## config.mk

```make
export PLATFORM = sky130hd
export DESIGN_NAME = pipe_wall_chain_flat
export DESIGN_NICKNAME = d
export VERILOG_FILES = /design/src/rtl/pipe_wall_chain_if.sv /design/src/rtl/pipe_wall_chain.sv /design/src/flat_wrapper.sv
export SDC_FILE = /design/constraint.sdc
export NUM_CORES = 1
export LEC_CHECK = 0
export CAP_MARGIN = 15
export CORE_MARGIN = 4
export CORE_UTILIZATION = 35
export DETAILED_ROUTE_END_ITERATION = 6
export SYNTH_ARGS = -nofsm -noshare
export SYNTH_HDL_FRONTEND = slang
export SYNTH_SLANG_ARGS = --single-unit
```

## constraint.sdc

```tcl
create_clock -name clk -period 2.4 [get_ports clk]
set_input_delay 0.48 -clock clk [delete_from_list [all_inputs] [get_ports clk]]
set_output_delay 0.48 -clock clk [all_outputs]
set_load 0.02 [all_outputs]
```

## src/rtl/pipe_wall_chain_if.sv

```systemverilog
// Valid/ready handshake bundle used at both ends of pipe_wall_chain.
// A word moves on a rising edge when valid and ready are both high.
// The producer holds valid and data stable until that happens.
// The consumer may raise or drop ready in any cycle.
// ready may depend combinationally on valid.
// The master modport drives valid/data; the slave modport drives ready.
interface pipe_wall_chain_if #(
    parameter int WIDTH = 32
);
    logic             valid;
    logic             ready;
    logic [WIDTH-1:0] data;

    modport master (output valid, output data, input ready);
    modport slave  (input valid, input data, output ready);
endinterface

```

## src/rtl/pipe_wall_chain.sv

```systemverilog
// pipe_wall_chain: DEPTH register walls carrying a WIDTH-bit payload.
// Each stage has its own valid bit and can be flushed on its own.
// Backpressure collapses bubbles: a stalled head only blocks upstream
// stages once every slot between them is full.
// Optional statistics counters are enabled by defining PIPE_WALL_CHAIN_STATS_EN.
module pipe_wall_chain #(
    parameter int WIDTH       = 32,
    parameter int DEPTH       = 3,
    parameter int ZERO_BUBBLE = 1,
    parameter int CW          = $clog2(DEPTH + 1)
) (
    input  logic              clk,
    input  logic              rst_n,
    pipe_wall_chain_if.slave  in_if,
    pipe_wall_chain_if.master out_if,
    input  logic [DEPTH-1:0]  flush,
    output logic [CW-1:0]     occupancy
`ifdef PIPE_WALL_CHAIN_STATS_EN
    ,
    input  logic              stats_clr,
    output logic [31:0]       stall_cycles,
    output logic [31:0]       kill_count
`endif
);

    logic [DEPTH-1:0] v;
    logic [DEPTH-1:0] v_nxt;
    logic [DEPTH-1:0] live;
    logic [DEPTH-1:0] src_v;
    logic [DEPTH:0]   rdy;
    logic [WIDTH-1:0] d     [DEPTH];
    logic [WIDTH-1:0] d_nxt [DEPTH];
    logic [WIDTH-1:0] src_d [DEPTH];

    function automatic logic [CW-1:0] popcount(input logic [DEPTH-1:0] bits);
        logic [CW-1:0] n;
        n = '0;
        for (int i = 0; i < DEPTH; i++) begin
            n = n + CW'(bits[i]);
        end
        return n;
    endfunction

    assign live          = v & ~flush;
    assign in_if.ready   = rdy[0];
    assign out_if.valid  = live[DEPTH-1];
    // With zero-bubble payloads, a killed head must not show stale data.
    assign out_if.data   = (ZERO_BUBBLE != 0 && !live[DEPTH-1]) ? '0 : d[DEPTH-1];

    // Ready ripples from the output toward the input.
    // An empty or killed slot always frees the stage feeding it.
    always_comb begin
        rdy        = '0;
        rdy[DEPTH] = out_if.ready;
        for (int i = DEPTH - 1; i >= 0; i--) begin
            rdy[i] = ~v[i] | flush[i] | rdy[i+1];
        end
    end

    // Next valid/payload per stage. A loaded stage takes its source's live bit.
    // A held stage that is flushed turns invalid.
    always_comb begin
        src_v[0] = in_if.valid;
        src_d[0] = in_if.data;
        for (int i = 1; i < DEPTH; i++) begin
            src_v[i] = live[i-1];
            src_d[i] = d[i-1];
        end
        for (int i = 0; i < DEPTH; i++) begin
            v_nxt[i] = rdy[i] ? src_v[i] : live[i];
            if (rdy[i] && src_v[i]) begin
                d_nxt[i] = src_d[i];
            end else if (ZERO_BUBBLE != 0 && !v_nxt[i]) begin
                d_nxt[i] = '0;
            end else begin
                d_nxt[i] = d[i];
            end
        end
    end

    // Stage registers. Occupancy is the popcount of the next valid vector,
    // so it always tracks the valid bits exactly.
    always_ff @(posedge clk or negedge rst_n) begin
        if (!rst_n) begin
            v         <= '0;
            occupancy <= '0;
            for (int i = 0; i < DEPTH; i++) begin
                d[i] <= '0;
            end
        end else begin
            v         <= v_nxt;
            occupancy <= popcount(v_nxt);
            for (int i = 0; i < DEPTH; i++) begin
                d[i] <= d_nxt[i];
            end
        end
    end

`ifdef PIPE_WALL_CHAIN_STATS_EN
    logic [CW-1:0] kills;
    logic [32:0]   kill_sum;

    assign kills    = popcount(v & flush);
    assign kill_sum = {1'b0, kill_count} + 33'(kills);

    // Saturating stall and kill counters. A clear wins over an increment.
    always_ff @(posedge clk or negedge rst_n) begin
        if (!rst_n) begin
            stall_cycles <= '0;
            kill_count   <= '0;
        end else if (stats_clr) begin
            stall_cycles <= '0;
            kill_count   <= '0;
        end else begin
            if (in_if.valid && !in_if.ready && stall_cycles != 32'hFFFF_FFFF) begin
                stall_cycles <= stall_cycles + 32'd1;
            end
            kill_count <= kill_sum[32] ? 32'hFFFF_FFFF : kill_sum[31:0];
        end
    end
`endif

endmodule

```

## src/flat_wrapper.sv

```systemverilog
// flat-port wrapper written by rule: the top's interface ports become plain ports
module pipe_wall_chain_flat 
#(
    parameter int WIDTH       = 32,
    parameter int DEPTH       = 3,
    parameter int ZERO_BUBBLE = 1,
    parameter int CW          = $clog2(DEPTH + 1)
)
  (clk, rst_n, flush, occupancy, in_if_valid, in_if_data, in_if_ready, out_if_valid, out_if_data, out_if_ready);
  pipe_wall_chain_if #(.WIDTH(WIDTH)) in_if_i ();
  pipe_wall_chain_if #(.WIDTH(WIDTH)) out_if_i ();
  input  logic clk;
  input  logic rst_n;
  input  logic [DEPTH-1:0] flush;
  output logic [CW-1:0] occupancy;
  input wire logic [$bits(in_if_i.valid)-1:0] in_if_valid;
  input wire logic [$bits(in_if_i.data)-1:0] in_if_data;
  output wire logic [$bits(in_if_i.ready)-1:0] in_if_ready;
  output wire logic [$bits(out_if_i.valid)-1:0] out_if_valid;
  output wire logic [$bits(out_if_i.data)-1:0] out_if_data;
  input wire logic [$bits(out_if_i.ready)-1:0] out_if_ready;
  assign in_if_i.valid = in_if_valid;
  assign in_if_i.data = in_if_data;
  assign in_if_ready = in_if_i.ready;
  assign out_if_valid = out_if_i.valid;
  assign out_if_data = out_if_i.data;
  assign out_if_i.ready = out_if_ready;
  pipe_wall_chain #(.WIDTH(WIDTH), .DEPTH(DEPTH), .ZERO_BUBBLE(ZERO_BUBBLE), .CW(CW)) u_core (.clk(clk), .rst_n(rst_n), .in_if(in_if_i), .out_if(out_if_i), .flush(flush), .occupancy(occupancy));
endmodule
```

==> Yosys cells after proc, flatten, opt, wreduce, memory -nomap -nowiden <==
Cells that the tools add are included.
{ "word_totals": {"register_bits": 101, "inputBits": 39} }
{ "classes": {"addsub": 2, "n_eq_ne": 3, "mux": 10, "bitwise": 11, "n_reduce_logical": 3} }
{ "ops": {"columns": ["op", "count"], "rows": [
  ["$mux W32", 7],
  ["$ne A2 B2 Y1 const B", 3],
  ["$or A1 B1 Y1", 6],
  ["$and A3 B3 Y3", 1],
  ["$logic_and A1 B1 Y1", 3],
  ["$mux W1", 3],
  ["$not A1 Y1", 3],
  ["$not A3 Y3", 1],
  ["$add A1 B1 Y2", 1],
  ["$add A2 B1 Y2", 1]
]} }

==> Longest topological paths before layout <==
Gate-level depths: netlist (run 1).
{ "depth": {"ltp_word": 8, "depth_mapped": 6} }

==> Worst setup path before layout (run 1) <==
OpenSTA, ideal clock, no wires.
{ "synth_timing": {"path_kind": "input -> output", "from": "input port flush[2]", "to": "output port out_if_data[22]", "arrival_time_ps": 1341, "setup_slack_ps": 579, "stages": 3, "n_path_buf": 1, "path_cell_list": "nor2b_1 -> clkbuf_1 -> and2_1"} }
{ "synth_via": {"elab_chain_len": 3} }
{ "synth_lines": {"columns": ["item", "line", "text"], "rows": [
  ["start: declaration", "flat_wrapper.sv:14", "input logic [DEPTH-1:0] flush;"],
  ["$not A3 Y3", "pipe_wall_chain.sv:44", "assign live = v & ~flush;"],
  ["$and A3 B3 Y3", "pipe_wall_chain.sv:44", null],
  ["via out_if_valid", "flat_wrapper.sv:19", "output wire logic [$bits(out_if_i.valid)-1:0] out_if_valid;"],
  ["$mux W32", "pipe_wall_chain.sv:48", "assign out_if.data = (ZERO_BUBBLE != 0 && !live[DEPTH-1]) ? '0 : d[DEPTH-1];"],
  ["end: declaration", "flat_wrapper.sv:20", "output wire logic [$bits(out_if_i.data)-1:0] out_if_data;"]
]} }
The timed path passes the listed nets, and every way through them passes these cells.

==> Worst setup path after layout (run 1) <==
{ "layout_timing": {"from": "input port flush[2]", "to": "output port out_if_data[21]"} }
{ "layout_via": {"elab_chain_len": 3} }
{ "layout_lines": {"columns": ["item", "line"], "rows": [
  ["$not A3 Y3", "pipe_wall_chain.sv:44"],
  ["$and A3 B3 Y3", "pipe_wall_chain.sv:44"],
  ["$mux W32", "pipe_wall_chain.sv:48"]
]} }
No other way between the ends.

==> impl_metrics.ini, run 1 <==
[floorplan]
ios = 75
chipWidth_um = 119
coreArea_sq_um = 12000
rows = 40
initial_core_util_pct = 35.9
die_h_um = 119
dieArea_sq_um = 14200

[power]
p_per_area_nw_per_um2 = 628
p_total_uw = 3400
leakage_uw = 0.00270
peakVddDrop_mv = 0.368

[routing]
drtIter0Drc = 180
drc_errors = 0
wirelength_um = 10100
ant_nets = 0
avgViaCountPerCell = 5.21
routedWlPerCell_um = 16.8
drtPass1Iterations = 6
dr_total_vias = 3110

[setup_path]
cp_slowest_stage_delay_ps = 480
crit_path_end_kind = output port
cpLargestDelayFamily = buffers and inverters
cp_cell_sequence = clkdlybuf4s50_1 -> nor2b_2 -> buf_12 -> and2_1 -> dlygate4sd2_1
reg2reg_to = u_core.occupancy[0]$_DFF_PN0_
required_ps = 1920
critPathLaunch = flush[2]
crit_end = out_if_data[21]
ff2ff_setup_slack_ps = 470
worst_r2r_path_depth = 5
cp.depth = 5
startpoint_type = primary input
path_class = in -> out
reg2reg_from = u_core.v[2]$_DFF_PN0_
cp_num_buf_inv = 3
arrival_ps = 1810
crit_slowest_cell = clkdlybuf4s50_1
path_max_fanout = 33

[placement]
io_buffers = 74
place.gp.congestion = 0.810
place_hpwl_um = 6720
pre_cts_ws_ps = -177
placed_area_sq_um = 5170

[synthesis]
syn_area_sq_um = 4310
synthDistinctLibCells = 25
synth-main-ff-cell = dfrtp_1
yosysWarningCount = 0
yosysSeqAreaShare_pct = 58.6
synth_edf_count = 0
synthCells = 376
synth_nets = 416
ys_ff_latch = 101
avgSynthCellArea_sq_um = 11.5
async_flop_share_pct = 100

[finish]
fillers = 1161
fin_area_sq_um = 5410
areaGrowthSynthToFinish_pct = 25.6
nNetsFinal = 485
antennaDiodeCount = 0
drive_above_1_share_pct = 17.6

[timing]
fin_crit_sh_pct = 95.4
slew_headroom_pct = 59.0
layout_setup_ws_ps = 111
worst_pin_slew_ps = 615
finalHoldViolCount = 0
fin_worst_skew_ps = 13.8
finalMaxSlewViolations = 0
fmax_mhz = 437
setup_viol = 0
rsz0062_at_grt = false
hold_slack_ps = 164
fin_crit_ps = 2290

[run]
max_cap_viol_count = 0

[clock_tree]
holdBufCountCts = 0
cts_tree = done
insertion_delay_ps = 340
clock_path_buffers = 2
root_buffer = clkbuf_16
cts_made_buffers = 9
htreeDepth = 3
path_clk_slew_ps = 60
clock_sinks = 101

[global_routing]
grt-ovfl-total = 0
grt_max_degree = 49
antenna_found_initial = 0
gr-usage-all-layers_pct = 14.9
grt_pass1_vias = 3263
grt_pass1_wl_um = 17000

[outcome]
status = finished clean

[min_path]
hold_class = in -> async
==> flip-flops by register name, indices dropped and copies added, names as in the netlist <==
signal	count
u_core.d	96
u_core.occupancy	2
u_core.v	3
==> logic make-up after synthesis <==
group	synth area share (%)
buf+inv	6.21
simple gates	18.0
flops	58.6
compound gates	16.7
fa+ha+maj	0.464
==> metal layers <==
| metal | vias up | GRT usage, % | routed length [um] |
|---|---|---|---|
| met5 | - | 0 | 0 |
| met4 | 0 | 6.59 | 211 |
| met1 | 1552 | 20.5 | 4950 |
| met3 | 13 | 3.09 | 360 |
| li1 | 1484 | - | - |
| met2 | 61 | 22.9 | 4530 |
==> where the power goes <==
part	internal (uW)	switching (uW)	leakage (uW)
sequential	1750	26.4	0.00136
clock	716	655	0.000133
combinational	121	127	0.00120
==> synth_stat cells, types with 2 or more instances <==
| master | count | area [sq um] |
|---|---|---|
| buf_4 | 2 | 15.0 |
| o21ai_1 | 5 | 25.0 |
| nand2_1 | 32 | 120 |
| clkbuf_1 | 10 | 37.5 |
| dfrtp_1 | 101 | 2530 |
| a31o_2 | 29 | 254 |
| a22o_1 | 32 | 280 |
| and3_1 | 32 | 200 |
| a31o_1 | 3 | 26.3 |
| nor2b_1 | 3 | 18.8 |
| or2_2 | 2 | 12.5 |
| and2_1 | 32 | 200 |
| o21ai_0 | 27 | 135 |
| buf_6 | 13 | 146 |
| nand3_1 | 32 | 160 |
| buf_2 | 10 | 50.1 |
| clkbuf_2 | 3 | 15.0 |
==> layout by cell type (no fill, tap or decap), types with 3 or more instances in the layout <==
master and n:
a31o_2 29, clkbuf_16 9, nand3_1 32, and2_1 32, inv_6 4, buf_4 22, nor2b_2 4, a22o_1 32
dlygate4sd2_1 34, clkdlybuf4s50_1 39, a31o_1 3, o21ai_0 27, o21ai_1 5, and3_1 32, dfrtp_1 101, nand2_1 32
==> worst min-delay path by stage <==
stage / from / to / cells past startpoint / slack (ps)
floorplan: rst_n / u_core.d[0]$_DFFE_PN0P_ / 0 / 180
global placement: u_core.d[51]$_DFFE_PN0P_ / u_core.d[19]$_DFFE_PN0P_ / 1 / 470
detailed placement: u_core.d[36]$_DFFE_PN0P_ / u_core.d[4]$_DFFE_PN0P_ / 1 / 480
CTS: rst_n / u_core.d[60]$_DFFE_PN0P_ / 1 / 170
global route: rst_n / u_core.d[61]$_DFFE_PN0P_ / 1 / 210
finish: rst_n / u_core.d[82]$_DFFE_PN0P_ / 1 / 160
==> through the flow <==
stage	TNS [ps]	cells	utilization (%)
6_report	0	597	45.1
5_1_grt	0	597	45.1
4_1_cts	0	597	45.1
3_5_place_dp	-4550	580	43.0
3_3_place_gp	-4510	580	43.0
2_1_floorplan	0	376	-
==> timing repair <==
| action | in CTS | in global routing |
|---|---|---|
| setup endpoints to repair | 34 | 0 |
| buffers inserted | 1 | 0 |
| resized for setup | 34 | 0 |
==> final cells by class <==
type	count	area [sq um]	share of cell area, %
tap	147	184	3.40
sequential	101	2530	46.7
clock buffer	9	225	4.16
timing repair buffer	97	893	16.5
clock inverter	7	55.1	1.02
multi-input combinational	236	1530	28.2
Power figures use the tool's default switching activity.
==> run 2: changes to the inputs <==
Settings changed: CORE_UTILIZATION 35 to 47, PLACE_DENSITY set to 0.75.
Clock period 2.4 ns to 1.9 ns, I/O delays scaled along.
==> run 2 against run 1 <==
  * Sequential power up 26%
  * First-iteration DRC count up 13%
  * Via count up 0.45%
  * Global-route usage up 3.3 points
  * Power up 20%
  * Combinational power up 28%
  * Sequential share of layout area up 0.67 points
  * Critical path type is now reg -> out
  * Register-to-register slack worse by 300 ps
  * Largest power group unchanged
  * Core utilization up 16 points
  * Worst hold slack better by 300 ps
  * Die area down 24%
==> impl_metrics.ini, run 2 (same netlist as run 1, synthesis figures left out) <==
[outcome]
status = finished clean

[timing]
rsz0062_at_grt = false
fmax_mhz = 544
slew_headroom_pct = 74.3
layout_setup_ws_ps = 62.2
fin_crit_ps = 1840
fin_crit_sh_pct = 96.7
setup_viol = 0
fin_worst_skew_ps = 14.9
finalHoldViolCount = 0
worst_pin_slew_ps = 386
finalMaxSlewViolations = 0
setup_tns_ps = 0

[clock_tree]
insertion_delay_ps = 360
clock_sinks = 101
cts_made_buffers = 9
cts_tree = done
clock_path_buffers = 2
path_clk_slew_ps = 100
htreeDepth = 3
root_buffer = clkbuf_8

[finish]
largest_register = u_core.d
antennaDiodeCount = 0
layout_common_cells = dfrtp_1 (101), clkdlybuf4s50_1 (38)
multi_input_area_sq_um = 1530
final_common_cell = dfrtp_1
largest_register_ffs = 96
top_regs = u_core.d (96), u_core.v (3), u_core.occupancy (2)
areaGrowthSynthToFinish_pct = 23.8
fillers = 747
drive_above_1_share_pct = 24.8
fin_cells = 559
layout.area.seq_sq_um = 2530
nNetsFinal = 486
fin_area_sq_um = 5340

[placement]
pre_cts_ws_ps = -509
io_buffers = 74
placed_area_sq_um = 5150
place.gp.congestion = 0.724
place_inst = 542
place_hpwl_um = 6180

[routing]
avgViaCountPerCell = 5.59
drtIter0Drc = 203
dr_total_vias = 3124
ant_nets = 0
drc_errors = 0
drtPass1Iterations = 4
routedWlPerCell_um = 17.1
wirelength_um = 9580

[power]
power_frac_seq_pct = 55.0
leakage_uw = 0.00258
p_int_uw = 3130
p_total_uw = 4080
peakVddDrop_mv = 0.509
p_per_area_nw_per_um2 = 765
switchingPower_uw = 953
power_frac_comb_pct = 7.8
swShare_pct = 23.3
p_clk_share_pct = 37.2

[floorplan]
initial_core_util_pct = 48.9
coreArea_sq_um = 8810
chipWidth_um = 104
dieArea_sq_um = 10800
ios = 75
rows = 34
die_h_um = 104

[global_routing]
antenna_found_initial = 0
gr-usage-all-layers_pct = 18.2
grt_pass1_wl_um = 16100
grt_max_degree = 57
grt_pass1_vias = 3153
grt-ovfl-total = 0

[setup_path]
crit_path_end_kind = output port
startpoint_type = flip-flop
path_class = reg -> out
arrival_ps = 1460
ff2ff_setup_slack_ps = 170
required_ps = 1520
path_max_fanout = 22

[run]
max_cap_viol_count = 0

[min_path]
hold_class = in -> async
run 2: final timing paths:
check | start | cells past startpoint | to
setup reg to reg | u_core.v[2]$_DFF_PN0_ | 5 | u_core.occupancy[0]$_DFF_PN0_
min in group clk | u_core.d[47]$_DFFE_PN0P_ | 1 | u_core.d[15]$_DFFE_PN0P_
setup / recovery | u_core.v[2]$_DFF_PN0_ | 4 | out_if_data[15]
max in group asynchronous | rst_n | 3 | u_core.d[14]$_DFFE_PN0P_
hold reg to reg | u_core.d[47]$_DFFE_PN0P_ | 1 | u_core.d[15]$_DFFE_PN0P_
hold / removal | rst_n | 2 | u_core.d[91]$_DFFE_PN0P_
run 2: stage by stage:
step,hold slack [ps],utilization (%)
2_1_floorplan,84.4,-
3_3_place_gp,317,58.5
3_5_place_dp,320,58.5
4_1_cts,475,61.7
5_1_grt,495,60.6
6_report,468,60.6
run 2: worst max-delay path, stage by stage (launching register included):
cell and delay [ps]:
dfrtp_1 370, nor2b_4 190, buf_12 160, and2_1 130
clkdlybuf4s15_2 250
run 2: what timing repair did:
action | 4_1_cts | 5_1_grt
hold buffers | 1 | 0
gates resized for setup | 105 | 19
buffers inserted | 0 | 0
pin swaps | 1 | 0
setup endpoints to repair | 36 | 15
hold endpoints to repair | 26 | 0
run 2: final cells by class:
| class | instances | area share (%) |
|---|---|---|
| clock buffer | 9 | 2.32 |
| clock inverter | 7 | 1.97 |
| multi-input combinational | 236 | 28.7 |
| sequential | 101 | 47.4 |
| tap | 108 | 2.53 |
| timing repair buffer | 98 | 17.1 |
run 2: metal layers:
layer  vias up  track usage (%)  part of all wire, %
li1       1474                -                    -
met1      1542             24.4                   44
met2        96             29.8                   48
met3        12             4.48                  6.4
met4         0             5.22                  1.4
met5         -                0                    0
run 2: power by group through the flow:
stage	clock (uW)	sequential [uW]	combinational [uW]
final	1520	2250	318
after floorplan	0	2280	130
after global placement	0	2280	312
after detailed placement	0	2290	321
after CTS	1550	2250	322
after global routing	1640	2250	349
